<file path="src/rtl/priority_code_pkg.sv">
// Shared definitions for the priority select-code receiver: link code points,
// receiver FSM states and the code-to-pair decode helper.
package priority_code_pkg;

  localparam logic [3:0] CODE_SYNC = 4'hE;
  localparam logic [3:0] CODE_SEL2 = 4'h2;
  localparam logic [3:0] CODE_SEL1 = 4'h3;
  localparam logic [3:0] CODE_NONE = 4'h1;

  typedef enum logic [1:0] {HUNT, RUN, ERR} state_e;

  // isData marks the three codes that carry a pair; SYNC is legal but carries none.
  typedef struct packed {
    logic sel1;
    logic sel2;
    logic isData;
  } decode_t;

  function automatic decode_t decode_code(input logic [3:0] code);
    decode_t d;
    d = '0;
    case (code)
      CODE_SEL2: d = '{sel1: 1'b0, sel2: 1'b1, isData: 1'b1};
      CODE_SEL1: d = '{sel1: 1'b1, sel2: 1'b0, isData: 1'b1};
      CODE_NONE: d = '{sel1: 1'b0, sel2: 1'b0, isData: 1'b1};
      default:   d = '0;
    endcase
    return d;
  endfunction

endpackage

</file>
<file path="src/rtl/priority_code_decoder_fifo.sv">
// Small synchronous FIFO holding decoded pairs; a push into a full FIFO is
// accepted only when a pop frees a slot in the same cycle.
module sync_fifo #(
  parameter int WIDTH = 2,
  parameter int DEPTH = 4
) (
  input  logic             clk,
  input  logic             rst,
  input  logic             push_i,
  input  logic             pop_i,
  input  logic [WIDTH-1:0] wdata_i,
  output logic [WIDTH-1:0] rdata_o,
  output logic             full_o,
  output logic             empty_o
);

  localparam int AW = $clog2(DEPTH);
  localparam int CW = AW + 1;

  logic [WIDTH-1:0] mem_q [DEPTH];
  logic [AW-1:0]    wptr_q, rptr_q;
  logic [CW-1:0]    count_q;
  logic             doPush, doPop;

  assign full_o  = (count_q == CW'(DEPTH));
  assign empty_o = (count_q == '0);
  assign doPop   = pop_i && !empty_o;
  assign doPush  = push_i && (!full_o || doPop);
  assign rdata_o = mem_q[rptr_q];

  // Pointers wrap naturally because DEPTH is a power of two.
  always_ff @(posedge clk or negedge rst) begin
    if (!rst) begin
      wptr_q  <= '0;
      rptr_q  <= '0;
      count_q <= '0;
      for (int i = 0; i < DEPTH; i++) mem_q[i] <= '0;
    end else begin
      if (doPush) begin
        mem_q[wptr_q] <= wdata_i;
        wptr_q        <= wptr_q + 1'b1;
      end
      if (doPop) rptr_q <= rptr_q + 1'b1;
      case ({doPush, doPop})
        2'b10:   count_q <= count_q + 1'b1;
        2'b01:   count_q <= count_q - 1'b1;
        default: count_q <= count_q;
      endcase
    end
  end

endmodule

</file>
<file path="src/rtl/priority_code_decoder.sv">
// Receiver for the sel2-over-sel1 priority code link: locks on SYNC, decodes
// codes to (sel1, sel2) pairs, buffers them, and counts illegal codes.
module priority_code_decoder
  import priority_code_pkg::*;
#(
  parameter int DEPTH = 4,
  parameter int ERR_W = 8
) (
  input  logic             clk,
  input  logic             rst,
  input  logic [3:0]       code,
  input  logic             code_vld,
  output logic             out_vld,
  input  logic             out_rdy,
  output logic             out_sel1,
  output logic             out_sel2,
  output logic             locked,
  output logic             overflow,
  output logic [ERR_W-1:0] err_cnt
);

  state_e           state_q, state_d;
  decode_t          dec;
  logic             pushPair, countErr, popPair;
  logic             fifoFull, fifoEmpty;
  logic [1:0]       headPair;
  logic             overflow_q, overflow_d;
  logic [ERR_W-1:0] errCnt_q, errCnt_d;

  assign dec = decode_code(code);

  // HUNT and ERR both wait for SYNC; only RUN decodes and counts errors.
  always_comb begin
    state_d  = state_q;
    pushPair = 1'b0;
    countErr = 1'b0;
    if (code_vld) begin
      case (state_q)
        RUN: begin
          if (dec.isData) begin
            pushPair = 1'b1;
          end else if (code != CODE_SYNC) begin
            countErr = 1'b1;
            state_d  = ERR;
          end
        end
        default: if (code == CODE_SYNC) state_d = RUN;
      endcase
    end
  end

  assign popPair    = out_vld && out_rdy;
  assign overflow_d = overflow_q || (pushPair && fifoFull && !popPair);
  assign errCnt_d   = (countErr && (errCnt_q != '1)) ? errCnt_q + 1'b1 : errCnt_q;

  always_ff @(posedge clk or negedge rst) begin
    if (!rst) begin
      state_q    <= HUNT;
      overflow_q <= 1'b0;
      errCnt_q   <= '0;
    end else begin
      state_q    <= state_d;
      overflow_q <= overflow_d;
      errCnt_q   <= errCnt_d;
    end
  end

  sync_fifo #(
    .WIDTH(2),
    .DEPTH(DEPTH)
  ) u_fifo (
    .clk    (clk),
    .rst    (rst),
    .push_i (pushPair),
    .pop_i  (popPair),
    .wdata_i({dec.sel1, dec.sel2}),
    .rdata_o(headPair),
    .full_o (fifoFull),
    .empty_o(fifoEmpty)
  );

  assign out_vld  = !fifoEmpty;
  assign out_sel1 = out_vld && headPair[1];
  assign out_sel2 = out_vld && headPair[0];
  assign locked   = (state_q == RUN);
  assign overflow = overflow_q;
  assign err_cnt  = errCnt_q;

endmodule

</file>
<file path="config.mk">
export PLATFORM = sky130hd
export DESIGN_NAME = priority_code_decoder
export DESIGN_NICKNAME = d
export VERILOG_FILES = /design/src/rtl/priority_code_pkg.sv /design/src/rtl/priority_code_decoder_fifo.sv /design/src/rtl/priority_code_decoder.sv
export SDC_FILE = /design/constraint.sdc
export NUM_CORES = 1
export LEC_CHECK = 0
export CAP_MARGIN = 40
export CORE_UTILIZATION = 30
export CTS_CLUSTER_DIAMETER = 100
export DETAILED_ROUTE_END_ITERATION = 7
export PLACE_DENSITY_LB_ADDON = 0.25
export SLEW_MARGIN = 20
export SYNTH_ARGS = -nofsm -noshare
export SYNTH_HDL_FRONTEND = slang
export SYNTH_SLANG_ARGS = --single-unit
</file>
<file path="constraint.sdc">
create_clock -name clk -period 5 [get_ports clk]
set_input_delay 1.5 -clock clk [delete_from_list [all_inputs] [get_ports clk]]
set_output_delay 1.5 -clock clk [all_outputs]
set_load 0.05 [all_outputs]
</file>
# Word level (Yosys, flattened, before mapping)
# Index checks and enable logic that the tools add are counted.
[totals]
reg_bits = 26
inputBits = 8
output_inout_bits = 13
word_cells = 69
[op_classes]
n_addsub = 5
order_cmp = 3
n_eq_ne = 12
n_mux = 19
n_bitwise = 2
reduce_logical = 18
[op_table]
columns = ["op", "n"]
rows = [
  ["2-bit two-way mux", 7],
  ["1-bit logical AND", 9],
  ["3-bit one-hot mux with 3 select lines", 1],
  ["8-bit by 1-bit adder with 8-bit output (second input constant)", 1],
  ["8-bit bitwise mux", 1],
  ["4-bit by 2-bit equality test with 1-bit output (second input constant)", 2],
  ["8-bit != test (second input constant)", 1],
  ["1-bit two-way mux", 7],
  ["3-bit greater-or-equal comparator (second input constant)", 2],
  ["2-bit NOT with 3-bit output", 2],
  ["3-bit one-hot mux with 2 select lines", 1],
  ["2-bit by 1-bit adder with 2-bit output (second input constant)", 2],
  ["2-bit binary-select mux with 2-bit select", 1],
  ["2-bit demux with 2-bit select", 1],
  ["2-bit by 1-bit equality test with 1-bit output (second input constant)", 2],
  ["4-bit by 1-bit equality test with 1-bit output (second input constant)", 1],
  ["4-bit equality test (second input constant)", 1],
  ["4-bit != test (second input constant)", 1],
  ["4-bit AND reduction", 1],
  ["2-bit nonzero test", 2],
  ["3-bit by 1-bit adder with 3-bit output (second input constant)", 1],
  ["3-bit equality test (second input constant)", 1],
  ["1-bit zero test", 3],
  ["3-bit zero test", 1],
  ["other kinds (6)", 7],
]

# Longest topological paths before layout
[depth]
ltp_word = 8
mapped_depth = 8
mapped_depth_nobuf = 7

# Hierarchy
# From an unflattened synthesis, not the netlist that was laid out.
[unflattened]
hier_cells = 124
area_unflattened_um2 = 1431.4
[modules_own_cells]
columns = ["module", "n_inst", "cells_each", "area_per_inst_um2", "seq_area_each_um2"]
rows = [
  ["sync_fifo", 1, 59, 782.0, 375.4],
  ["priority_code_decoder", 1, 65, 649.4, 275.3],
]

# Worst setup path after synthesis
# Ideal clock, no wire load.
[synth_timing]
kind = "flip-flop to output port"
from = "reg u_fifo.count_q[0]"
to = "out out_sel1"
arrival_time_ns = 1.588
required_time_ns = 3.500
path_slack_ns = 1.912
stages_incl_launch_ff = 4
path_buffers = 1
path_cell_list = "dfrtp_1 > or3_1 > clkbuf_1 > and2_1"
[synth_via]
elab_chain_len = 3
[synth_lines]
columns = ["element", "line", "rtl"]
rows = [
  ["start: declaration", "priority_code_decoder_fifo.sv:22", "logic [CW-1:0] count_q;"],
  ["start signal: assignment", "priority_code_decoder_fifo.sv:45", "2'b10: count_q <= count_q + 1'b1;"],
  ["start signal: assignment", "priority_code_decoder_fifo.sv:46", "2'b01: count_q <= count_q - 1'b1;"],
  ["start signal: assignment", "priority_code_decoder_fifo.sv:47", "default: count_q <= count_q;"],
  ["3-bit zero test", "priority_code_decoder_fifo.sv:26", "assign empty_o = (count_q == '0);"],
  ["1-bit zero test", "priority_code_decoder.sv:82", "assign out_vld = !fifoEmpty;"],
  ["named net out_vld", "priority_code_decoder.sv:13", "output logic out_vld,"],
  ["1-bit logical AND", "priority_code_decoder.sv:83", "assign out_sel1 = out_vld && headPair[1];"],
  ["end: declaration", "priority_code_decoder.sv:15", "output logic out_sel1,"],
]
# The timed path passes the listed nets, and every way through them passes these cells.

# Worst setup path in the final report
[layout_timing]
from = "reg u_fifo.rptr_q[0]"
to = "out out_sel2"
[layout_via]
elab_chain_len = 5
[layout_lines]
columns = ["element", "line", "rtl"]
rows = [
  ["start: declaration", "priority_code_decoder_fifo.sv:21", "logic [AW-1:0] wptr_q, rptr_q;"],
  ["start signal: assignment", "priority_code_decoder_fifo.sv:43", "if (doPop) rptr_q <= rptr_q + 1'b1;"],
  ["2-bit NOT with 3-bit output (not written as such)", "priority_code_decoder_fifo.sv:29", "assign rdata_o = mem_q[rptr_q];"],
  ["2-bit binary-select mux with 2-bit select", "priority_code_decoder_fifo.sv:29", ""],
  ["2-bit two-way mux (not written as such) (2 in series)", "priority_code_decoder_fifo.sv:29", ""],
  ["1-bit logical AND", "priority_code_decoder.sv:84", "assign out_sel2 = out_vld && headPair[0];"],
  ["end: declaration", "priority_code_decoder.sv:16", "output logic out_sel2,"],
]
# Every way passes these cells. The select of a mux whose other input is x is not followed.

==> flow_summary.ini <==
[status]
status = complete, no violations

[detailed_routing]
detail_route.wl_per_cell_um = 13.3
drc = 0
ant_nets = 0
first_iter_violations = 35
routed_via_density = 4.96
vias = 933
routed_wl_mm = 2.51
dr.pass1.iters = 4

[power_and_ir_drop]
p_leak_nw = 0.736
pwr-share-seq = 0.467
power.internal_uw = 417
vdd_drop_max_v = 0.000200
p_sw_uw = 244
clockPowerShare = 0.175
p_comb_frac = 0.358
pwr_density_cell_nw_per_um2 = 395
swShare = 0.369

[timing]
skew_ps = 4.15
fin_crit_sh = 0.716
finalSetupTns_ps = 0
worst_slew_pin_slew_ps = 649
timing.final.crit_period_ps = 3580
rsz0062_at_grt = false
hold_viol = 0
setup_violations = 0
slew_viol_final = 0
fmax_ghz = 0.279
slew-limit-headroom = 0.561

[worst_hold_path]
holdCritPathClass = flop to flop

[logic_synthesis]
synth_seq_cells = 26
synthCells = 113
synth_nets = 127
ys_warn_count = 0
synth_area_sq_um = 1330
ys_seq_area_frac = 0.489
synth_cell_types = 35
synth_top_flop_cell = dfrtp_1
syn_area_per_cell_sq_um = 11.8
ys_async_sr_fraction = 1.00
synth_edf_count = 0

[grt]
overflow = 0
grt_pass1_vias = 999
antenna_found_initial = 0
grtUsageTotal = 0.126
grt_pass1_wl_mm = 4.51
grt_max_degree = 16

[floorplanning]
coreArea_sq_um = 4120
io_pins = 21
die_x_um = 68.6
die_h_um = 68.6
initial_core_util = 0.324
dieArea_sq_um = 4710
placementRows = 23

[clocking]
cts_buffers = 3
cts_setup_buffers = 0
cts_max_level = 1
cts.sinks = 26
clk_pin_slew_worst_paths_ps = 80
cts_tree = built
ctsLongestPathBuffers = 2
cts-resized-gates = 0
cts_root_buf = clkbuf_8
clock_latency_ps = 260
hold_buffers = 0

[finish]
fin_cells = 188
synthToLayoutAreaGrowth_pct = 25.8
drive_gt1_frac = 0.167
diodes = 0
nNetsFinal = 154
layout.cells.most_common = dfrtp_1
final_cell_mix = 26 x dfrtp_1, 20 x clkdlybuf4s50_1, 11 x nand2_1, 11 x mux2_2, 7 x nor2_1

[critical_path]
slowest_delay_ps = 690
required_ps = 3500
worstSetupEndpointType = output pin
crit_fanout = 4
path_buf_inv = 1
start_kind = flop
path_cells = mux4_2, and2_1, clkdlybuf4s50_1
crit_slowest_cell = clkdlybuf4s50_1
criticalPathCategory = flop to output pin
cp.arrival_ps = 2080
cp_top_family = buffers and inverters

[flow_run]
drv_cap = 0

[place]
dpl.cell_count = 185
portBuffers = 20
dpl.hpwl_mm = 1.94
place.gp.congestion = 0.749
-- routing by layer --
| metal | global-route usage | wire [um] | vias to the layer above |
|---|---|---|---|
| met5 | 0 | 0 | - |
| met3 | 0.0214 | 84 | 2 |
| li1 | - | - | 453 |
| met1 | 0.167 | 1260 | 460 |
| met2 | 0.210 | 1150 | 18 |
| met4 | 0.0391 | 17 | 0 |
-- stage by stage --
step / utilization / setup WS, ps / power, mW / instance area (sq um) / hold slack (ps)
after global routing: 0.407 / 1330 / 0.710 / 1670 / 486
after detailed placement: 0.397 / 1390 / 0.555 / 1630 / 444
after global placement: 0.390 / 1470 / 0.541 / 1610 / 444
after CTS: 0.407 / 1390 / 0.674 / 1670 / 465
final: 0.407 / 1420 / 0.661 / 1670 / 461
after floorplan: - / 1910 / 0.476 / 1330 / 454
-- cell families (layout without fill, tap and decap cells) --
kind of cell / count (synthesis) / in the layout / synth area share
AO/OA/AOI/OAI: 13 / 13 / 0.0714
XOR/XNOR: 10 / 10 / 0.0658
adder cells (fa/ha/maj): 6 / 6 / 0.0620
buffers and inverters: 5 / 30 / 0.0141
flip-flops: 26 / 26 / 0.489
multiplexers: 13 / 13 / 0.127
AND/OR/NAND/NOR: 40 / 40 / 0.171
-- power by group through the flow --
stage	Sequential, mW	Combinational, mW	Clock [mW]
6_report	0.309	0.237	0.116
2_1_floorplan	0.339	0.137	0
5_1_grt	0.319	0.263	0.127
3_3_place_gp	0.311	0.231	0
3_5_place_dp	0.314	0.241	0
4_1_cts	0.310	0.241	0.122
-- Yosys cell counts, types with 2 or more instances --
library cell  number  area [sq um]
dfrtp_1           26           651
mux2_2            11           124
nand2_1           11          41.3
nor2_1             7          26.3
ha_1               5          62.6
xnor2_1            5          43.8
xor2_1             5          43.8
inv_1              4          15.0
nand3_1            4          20.0
o21ai_0            4          20.0
a21oi_1            2          10.0
and2_1             2          12.5
mux4_2             2          45.0
nor3_1             2          10.0
nor4_1             2          12.5
nor4b_1            2          17.5
-- registers in the layout, indices dropped and copies added, names as in the netlist --
name            cells
err_cnt             8
u_fifo.mem_q        8
u_fifo.count_q      3
state_q             2
u_fifo.rptr_q       2
u_fifo.wptr_q       2
overflow            1
-- cell type report --
type / count / area, sq um
clock buffer: 3 / 41.3
fill: 404 / 2440
inverter: 4 / 15.0
multi-input combinational: 82 / 662
sequential: 26 / 651
tap: 50 / 62.6
timing repair buffer: 23 / 243
-- final timing paths --
kind                                          startpoint                             to  slack, ps  cells after the start
max                         u_fifo.rptr_q[0]$_DFFE_PN0P_                       out_sel2       1420                      3
min                                   overflow$_DFF_PN0_             overflow$_DFF_PN0_        460                      1
max reg2reg                u_fifo.count_q[1]$_DFFE_PN0P_  u_fifo.count_q[2]$_DFFE_PN0P_       2960                      7
min reg2reg                           overflow$_DFF_PN0_             overflow$_DFF_PN0_        460                      1
max in group asynchronous                            rst    u_fifo.mem_q[0]$_DFFE_PN0P_       2940                      2
min in group asynchronous                            rst    u_fifo.mem_q[7]$_DFFE_PN0P_       1590                      1
No activity file was read; power rests on OpenSTA's default activity.
